$ cat src/rtl/traffic_pkg.sv
// Shared traffic-light encoding and the per-head legal-transition rule,
// used by the monitor and its per-head trackers.
package traffic_pkg;

  typedef enum logic [1:0] {
    GREEN  = 2'd0,
    YELLOW = 2'd1,
    RED    = 2'd2,
    LEFT   = 2'd3
  } traffic_light;

  // Holding any aspect is always legal; otherwise only the listed sequence steps are.
  function automatic logic legal_transition(input traffic_light from, input traffic_light to);
    logic ok;
    ok = 1'b0;
    if (from == to) begin
      ok = 1'b1;
    end else begin
      unique case (from)
        GREEN:   ok = (to == YELLOW) || (to == LEFT);
        LEFT:    ok = (to == YELLOW);
        YELLOW:  ok = (to == RED);
        RED:     ok = (to == GREEN) || (to == LEFT);
        default: ok = 1'b0;
      endcase
    end
    return ok;
  endfunction

endpackage

$ cat src/rtl/light_monitor_if.sv
// Observed signal heads plus error flags of the light monitor; err_count and
// its width parameter exist only when LIGHT_MON_COUNT_EN is defined.
interface light_monitor_if
`ifdef LIGHT_MON_COUNT_EN
  #(parameter int CNT_W = 8)
`endif
  ;
  import traffic_pkg::*;

  traffic_light north;
  traffic_light south;
  traffic_light east;
  traffic_light west;
  logic         err_conflict;
  logic         err_pair;
  logic         err_seq;
  logic         err_yellow;
  logic         err_sticky;

`ifdef LIGHT_MON_COUNT_EN
  logic [CNT_W-1:0] err_count;

  modport master (output north, south, east, west,
                  input  err_conflict, err_pair, err_seq, err_yellow, err_sticky, err_count);
  modport slave  (input  north, south, east, west,
                  output err_conflict, err_pair, err_seq, err_yellow, err_sticky, err_count);
`else
  modport master (output north, south, east, west,
                  input  err_conflict, err_pair, err_seq, err_yellow, err_sticky);
  modport slave  (input  north, south, east, west,
                  output err_conflict, err_pair, err_seq, err_yellow, err_sticky);
`endif

endinterface

$ cat src/rtl/light_tracker.sv
// Per-head tracker: remembers the previous aspect and times YELLOW intervals,
// flagging illegal transitions and too-short/too-long YELLOW (combinational, pre-register).
module light_tracker
  import traffic_pkg::*;
#(
  parameter int YELLOW_MIN = 3,
  parameter int YELLOW_MAX = 8
) (
  input  logic         clk,
  input  logic         rst,
  input  traffic_light head,
  output logic         seq_err,
  output logic         yellow_err
);

  localparam int            YW   = $clog2(YELLOW_MAX + 2);
  localparam logic [YW-1:0] YSAT = YW'(YELLOW_MAX + 1);
  localparam logic [YW-1:0] YMIN = YW'(YELLOW_MIN);

  traffic_light  prev_q, prev_d;
  logic          valid_q, valid_d;
  logic [YW-1:0] ycnt_q, ycnt_d;

  // NOTE: every signal gets a default first so no path through the block infers a latch.
  always_comb begin
    prev_d     = head;
    valid_d    = 1'b1;
    ycnt_d     = '0;
    seq_err    = 1'b0;
    yellow_err = 1'b0;
    if (valid_q) begin
      seq_err = !legal_transition(prev_q, head);
      if (head == YELLOW) begin
        // A zero count while YELLOW holds marks an interval begun before tracking started.
        if (prev_q != YELLOW)                      ycnt_d = YW'(1);
        else if (ycnt_q == '0 || ycnt_q == YSAT)   ycnt_d = ycnt_q;
        else                                       ycnt_d = ycnt_q + 1'b1;
        yellow_err = (ycnt_d == YSAT) && (ycnt_q != YSAT);
      end else if (prev_q == YELLOW && ycnt_q != '0 && ycnt_q < YMIN) begin
        yellow_err = 1'b1;
      end
    end
  end

  // NOTE: non-blocking assignments so every flop updates from pre-edge values.
  always_ff @(posedge clk) begin
    if (rst) begin
      prev_q  <= RED;
      valid_q <= 1'b0;
      ycnt_q  <= '0;
    end else begin
      prev_q  <= prev_d;
      valid_q <= valid_d;
      ycnt_q  <= ycnt_d;
    end
  end

endmodule

$ cat src/rtl/light_monitor.sv
// Intersection light monitor: conflict and pairing checks plus four head trackers.
// Defining LIGHT_MON_COUNT_EN adds the saturating err_count register.
module light_monitor
  import traffic_pkg::*;
#(
  parameter int YELLOW_MIN = 3,
  parameter int YELLOW_MAX = 8,
  parameter int CNT_W      = 8
) (
  input  logic            clk,
  input  logic            rst,
  light_monitor_if.slave  bus
);

  if (YELLOW_MIN < 1 || YELLOW_MAX < YELLOW_MIN || CNT_W < 1) begin : g_bad_params
    $error("light_monitor: illegal parameter combination");
  end

  logic [3:0] seq_err;
  logic [3:0] yellow_err;

  light_tracker #(.YELLOW_MIN(YELLOW_MIN), .YELLOW_MAX(YELLOW_MAX)) u_north (
    .clk(clk), .rst(rst), .head(bus.north), .seq_err(seq_err[0]), .yellow_err(yellow_err[0]));
  light_tracker #(.YELLOW_MIN(YELLOW_MIN), .YELLOW_MAX(YELLOW_MAX)) u_south (
    .clk(clk), .rst(rst), .head(bus.south), .seq_err(seq_err[1]), .yellow_err(yellow_err[1]));
  light_tracker #(.YELLOW_MIN(YELLOW_MIN), .YELLOW_MAX(YELLOW_MAX)) u_east (
    .clk(clk), .rst(rst), .head(bus.east), .seq_err(seq_err[2]), .yellow_err(yellow_err[2]));
  light_tracker #(.YELLOW_MIN(YELLOW_MIN), .YELLOW_MAX(YELLOW_MAX)) u_west (
    .clk(clk), .rst(rst), .head(bus.west), .seq_err(seq_err[3]), .yellow_err(yellow_err[3]));

  logic conflict_q, conflict_d;
  logic pair_q, pair_d;
  logic seq_q, seq_d;
  logic yellow_q, yellow_d;
  logic sticky_q, sticky_d;
  logic any_d;

  // Sticky is fed from the same next-state terms so it rises with the first pulse.
  always_comb begin
    conflict_d = ((bus.north != RED) || (bus.south != RED)) &&
                 ((bus.east  != RED) || (bus.west  != RED));
    pair_d     = (bus.north != bus.south) || (bus.east != bus.west);
    seq_d      = |seq_err;
    yellow_d   = |yellow_err;
    any_d      = conflict_d | pair_d | seq_d | yellow_d;
    sticky_d   = sticky_q | any_d;
  end

  always_ff @(posedge clk) begin
    if (rst) begin
      conflict_q <= 1'b0;
      pair_q     <= 1'b0;
      seq_q      <= 1'b0;
      yellow_q   <= 1'b0;
      sticky_q   <= 1'b0;
    end else begin
      conflict_q <= conflict_d;
      pair_q     <= pair_d;
      seq_q      <= seq_d;
      yellow_q   <= yellow_d;
      sticky_q   <= sticky_d;
    end
  end

  assign bus.err_conflict = conflict_q;
  assign bus.err_pair     = pair_q;
  assign bus.err_seq      = seq_q;
  assign bus.err_yellow   = yellow_q;
  assign bus.err_sticky   = sticky_q;

`ifdef LIGHT_MON_COUNT_EN
  logic [CNT_W-1:0] count_q, count_d;

  always_comb begin
    count_d = count_q;
    if (any_d && (count_q != '1)) count_d = count_q + 1'b1;
  end

  always_ff @(posedge clk) begin
    if (rst) count_q <= '0;
    else     count_q <= count_d;
  end

  assign bus.err_count = count_q;
`endif

endmodule

$ cat src/flat_wrapper.sv
// flat-port wrapper written by rule: the top's interface ports become plain ports
module light_monitor_flat import traffic_pkg::*;
#(
  parameter int YELLOW_MIN = 3,
  parameter int YELLOW_MAX = 8,
  parameter int CNT_W      = 8
)
  (clk, rst, bus_north, bus_south, bus_east, bus_west, bus_err_conflict, bus_err_pair, bus_err_seq, bus_err_yellow, bus_err_sticky);
  light_monitor_if bus_i ();
  input  logic clk;
  input  logic rst;
  input wire logic [$bits(bus_i.north)-1:0] bus_north;
  input wire logic [$bits(bus_i.south)-1:0] bus_south;
  input wire logic [$bits(bus_i.east)-1:0] bus_east;
  input wire logic [$bits(bus_i.west)-1:0] bus_west;
  output wire logic [$bits(bus_i.err_conflict)-1:0] bus_err_conflict;
  output wire logic [$bits(bus_i.err_pair)-1:0] bus_err_pair;
  output wire logic [$bits(bus_i.err_seq)-1:0] bus_err_seq;
  output wire logic [$bits(bus_i.err_yellow)-1:0] bus_err_yellow;
  output wire logic [$bits(bus_i.err_sticky)-1:0] bus_err_sticky;
  assign bus_i.north = bus_north;
  assign bus_i.south = bus_south;
  assign bus_i.east = bus_east;
  assign bus_i.west = bus_west;
  assign bus_err_conflict = bus_i.err_conflict;
  assign bus_err_pair = bus_i.err_pair;
  assign bus_err_seq = bus_i.err_seq;
  assign bus_err_yellow = bus_i.err_yellow;
  assign bus_err_sticky = bus_i.err_sticky;
  light_monitor #(.YELLOW_MIN(YELLOW_MIN), .YELLOW_MAX(YELLOW_MAX), .CNT_W(CNT_W)) u_core (.clk(clk), .rst(rst), .bus(bus_i));
endmodule
$ cat config.mk
export PLATFORM = sky130hd
export DESIGN_NAME = light_monitor_flat
export DESIGN_NICKNAME = d
export VERILOG_FILES = /design/src/rtl/traffic_pkg.sv /design/src/rtl/light_monitor_if.sv /design/src/rtl/light_tracker.sv /design/src/rtl/light_monitor.sv /design/src/flat_wrapper.sv
export SDC_FILE = /design/constraint.sdc
export NUM_CORES = 1
export LEC_CHECK = 0
export CAP_MARGIN = 20
export CORE_UTILIZATION = 45
export CTS_CLUSTER_DIAMETER = 30
export CTS_CLUSTER_SIZE = 25
export DETAILED_ROUTE_END_ITERATION = 16
export PLACE_DENSITY_LB_ADDON = 0.12
export SLEW_MARGIN = 15
export SYNTH_ARGS = -nofsm -noshare
export SYNTH_HDL_FRONTEND = slang
export SYNTH_SLANG_ARGS = --single-unit
$ cat constraint.sdc
create_clock -name clk -period 2.8 [get_ports clk]
set_clock_uncertainty 0.1 [all_clocks]
set_input_delay 0.28 -clock clk [delete_from_list [all_inputs] [get_ports clk]]
set_output_delay 0.28 -clock clk [all_outputs]
set_load 0.02 [all_outputs]
==> Flow_metrics.wiki <==
{| class="wikitable"
! Metric !! Value
|-
| Startpoint of the lowest-slack hold path || u_core.u_north.valid_q
|-
| Buffering stage count on the worst path with inverters included || 1
|-
| Result of the run || completed
|-
| Setup total negative slack || 0 ps
|-
| Startpoint kind of the worst setup timing path || flop
|-
| Critical path cell sequence || inv_1 > ha_1 > mux2i_1 > nor2_1 > or3_1 > a2111oi_2 > o41ai_2 > a21oi_1
|-
| Worst hold path class || flop to flop
|-
| Top-level port count || 15
|-
| Final HPWL from detailed placement || 2700 um
|-
| Post-route non-filler standard cell count || between 200 and 300
|-
| Async set or reset register ratio after synthesis || 0
|-
| Clock Path Buffers || 2
|-
| Worst flop-to-flop path startpoint || u_core.u_east.ycnt_q[0]
|-
| Number of placed cells counting well taps || 264
|-
| DRT iter0 DRCs || 64
|-
| Area overhead of the layout relative to synthesis || 15.9%
|-
| Yosys warnings || 0
|-
| Die area || between 4000 and 5000 um2
|-
| Maximum fanout encountered on the critical timing path || 6
|-
| Actual transition at the worst max-transition pin || 473 ps
|-
| Pin count of the biggest net entering global routing || 14
|-
| Std-Cell Core Area || approximately 3700 um2
|-
| Antenna violations before repair || 0
|-
| Cell chosen for the clock root || sky130_fd_sc_hd__clkbuf_8
|-
| Die X-Extent || 64.2 um
|-
| Number of hold-slack violations in the final timing report || 0
|-
| DRT Pass-1 Iters || 4
|-
| Total power consumption of the routed design || ~880 uW
|-
| Routed len/inst || 13.1 um
|-
| Starting density of the core || 0.472
|-
| Total number of clock tree sinks || 30
|-
| Total number of vias || about 1400
|-
| Clock tree from TritonCTS || built
|-
| Layout cells sized above 1 || 0.0807
|-
| Static Leak || 0.758 nW
|-
| Worst hold path cell count || 2
|-
| CP delay by family, top || compound AO/OA/AOI/OAI gates
|-
| Total wire length after detailed routing || about 3500 um
|-
| Htree depth || 2
|-
| Number of CTS-inserted buffers || 5
|-
| Post-synthesis cell area || roughly 1700 um2
|-
| Arrival time worst endpoint || about 2400 ps
|-
| Unique cell type count in the Yosys netlist || 43
|-
| Max stage delay on crit path || around 530 ps
|-
| Cell type of the slowest stage on the worst timing path || sky130_fd_sc_hd__a2111oi_2
|-
| Relative slew slack || 0.684
|-
| Worst-path clk slew || 60 ps
|-
| Required time reported for the critical path endpoint || approximately 2900 ps
|-
| Count of mapped cells out of synthesis || approximately 200
|-
| Length in cells of the worst reg-to-reg path || 8
|-
| Crit path capture type || flop
|-
| Ranking of synthesized cells by area || sky130_fd_sc_hd__dfxtp_1 (34%), sky130_fd_sc_hd__ha_1 (8.6%), sky130_fd_sc_hd__xor2_1 (5.0%)
|-
| Remaining design rule violation count || 0
|-
| Net count, final || 245
|-
| Worst flop-to-flop path endpoint || u_core.bus.err_sticky
|-
| Vias per Instance || around 5.3
|-
| Overflow left after global routing || 0
|-
| Mapped Avg Cell Area || ~8.5 um2
|-
| Final setup vio count || 0
|-
| Max-slew violations || 0
|-
| Number of gates resized after cts || 0
|-
| Number of diodes || 0
|-
| Max-cap violations || 0
|-
| Post-Place Setup Slack || 318 ps
|-
| Hold buffers post-CTS || 0
|-
| Crit path depth || 8
|-
| Antenna Nets Post-Route || 0
|-
| Clock latency on the worst-skew pair || 280 ps
|-
| Sequential share of the synthesized area || 0.345
|-
| Vertical extent of the die || approximately 64 um
|-
| Placer's final routability congestion estimate || roughly 0.87
|-
| Unrepaired setup endpoints after global routing || false
|-
| Number of buffer cells added on primary ports || 14
|-
| CP Class || flop to flop
|-
| Flop2flop setup slack || between 400 and 500 ps
|-
| Number of flip-flops and latches in the synthesized netlist || 30
|-
| Minimum period implied by the final worst setup slack || 2330 ps
|-
| Library cell with the largest summed area after synthesis || sky130_fd_sc_hd__dfxtp_1
|-
| VDD IR-drop max || approximately 0.30 mV
|-
| Period utilisation layout || 0.833
|-
| EDFF count, synth || 0
|-
| First-pass GRT wire length || between 6000 and 7000 um
|-
| GRT Total Usage || 0.198
|-
| Std-Cell Rows || 22
|-
| Net Count, Synth || around 230
|-
| Hold Crit Endpoint || u_core.bus.err_sticky
|-
| Area share of the leading cell type in the synthesized netlist || 0.345
|-
| Hold Slack || ~370 ps
|-
| Most instantiated flip-flop cell in the synthesis netlist || sky130_fd_sc_hd__dfxtp_1
|-
| Crit path setup slack, layout || 467 ps
|-
| Pwr/cell area || roughly 430 nW/um2
|-
| Number of global-route vias before repair || 1379
|-
| Highest clock rate || around 430 MHz
|-
| Setup repair bufs after CTS || 0
|}
cell usage after synthesis (3+ instances only):
master                     instances
sky130_fd_sc_hd__xnor2_1           9
sky130_fd_sc_hd__inv_1            12
sky130_fd_sc_hd__nand3b_1          5
sky130_fd_sc_hd__and2b_1           3
sky130_fd_sc_hd__nor4_1            4
sky130_fd_sc_hd__dfxtp_1          30
sky130_fd_sc_hd__nor2_1           19
sky130_fd_sc_hd__nand3_1           9
sky130_fd_sc_hd__clkbuf_1          4
sky130_fd_sc_hd__o21ai_0           7
sky130_fd_sc_hd__ha_1             12
sky130_fd_sc_hd__nor2b_1          10
sky130_fd_sc_hd__or2_2             5
sky130_fd_sc_hd__a21oi_1          14
sky130_fd_sc_hd__nand2_1          15
sky130_fd_sc_hd__mux2i_1           4
sky130_fd_sc_hd__xor2_1           10
power by group:
| group | total (mW) | switching (mW) | internal (mW) |
|---|---|---|---|
| Combinational | 0.104 | 0.0500 | 0.0544 |
| Clock | 0.324 | 0.153 | 0.171 |
| Sequential | 0.448 | 0.00871 | 0.440 |
cell families (layout without fill, tap and decap cells):
family	count (synthesis)	after routing	synth area share
AND/OR/NAND/NOR	87	87	0.277
AO/OA/AOI/OAI	36	36	0.139
flip-flops	30	30	0.345
XOR/XNOR	19	19	0.0955
buffers and inverters	16	35	0.0345
adder cells (fa/ha/maj)	12	12	0.0862
multiplexers	4	4	0.0230
cell type report:
cell class / count / area (um2)
Fill cell: 356 / 1670
Tap cell: 48 / 60.1
Sequential cell: 30 / 601
Clock buffer: 7 / 76.3
Multi-Input combinational cell: 158 / 1080
Inverter: 12 / 45.0
Timing Repair Buffer: 16 / 155
routing by layer:
layer	global-route usage	share of wire	up-vias
met1	0.232	0.48	672
li1	-	-	742
met3	0.0589	0.038	5
met5	0	0	-
met2	0.342	0.48	20
met4	0.0667	0.010	0
flip-flops by register name (all words and copies together), names as in the netlist, 2 cells and up:
register               cells
u_core.u_east.prev_q       2
u_core.u_east.ycnt_q       4
u_core.u_north.prev_q      2
u_core.u_north.ycnt_q      4
u_core.u_south.prev_q      2
u_core.u_south.ycnt_q      4
u_core.u_west.prev_q       2
u_core.u_west.ycnt_q       4
layout by cell type, fill, tap and decap left out, drive strengths merged, types with 5 or more instances in the layout:
cell type / instances
xor2: 10
nand2: 15
o21ai: 7
or2: 5
ha: 12
clkbuf: 7
clkdlybuf4s50: 14
a21oi: 14
xnor2: 9
dfxtp: 30
nand3: 9
nor2b: 10
inv: 12
nand3b: 5
nor2: 19
worst max-delay path by stage:
| stage | startpoint | endpoint | slack, ps |
|---|---|---|---|
| after floorplan | u_core.u_east.ycnt_q[0] | u_core.bus.err_sticky | 750 |
| after CTS | u_core.u_east.ycnt_q[0] | u_core.bus.err_sticky | 430 |
| final | u_core.u_east.ycnt_q[0] | u_core.bus.err_sticky | 470 |
| after global placement | bus_south[1] | u_core.bus.err_sticky | 360 |
| after global routing | u_core.u_east.ycnt_q[0] | u_core.bus.err_sticky | 290 |
| after detailed placement | bus_north[1] | u_core.bus.err_sticky | 320 |
worst register-to-register path, cell delays in order, from the launching register on:
cell,delay (ps)
sky130_fd_sc_hd__dfxtp_1,420
sky130_fd_sc_hd__inv_1,100
sky130_fd_sc_hd__ha_1,230
sky130_fd_sc_hd__mux2i_1,210
sky130_fd_sc_hd__nor2_1,130
sky130_fd_sc_hd__or3_1,340
sky130_fd_sc_hd__a2111oi_2,530
sky130_fd_sc_hd__o41ai_2,100
sky130_fd_sc_hd__a21oi_1,130
per-stage QoR:
| stage | utilization | instance area, um2 |
|---|---|---|
| floorplan | - | 1740 |
| global placement | 0.526 | 1940 |
| detailed placement | 0.526 | 1940 |
| CTS | 0.547 | 2020 |
| global route | 0.547 | 2020 |
| finish | 0.547 | 2020 |
(Power assumes the default switching activity.)
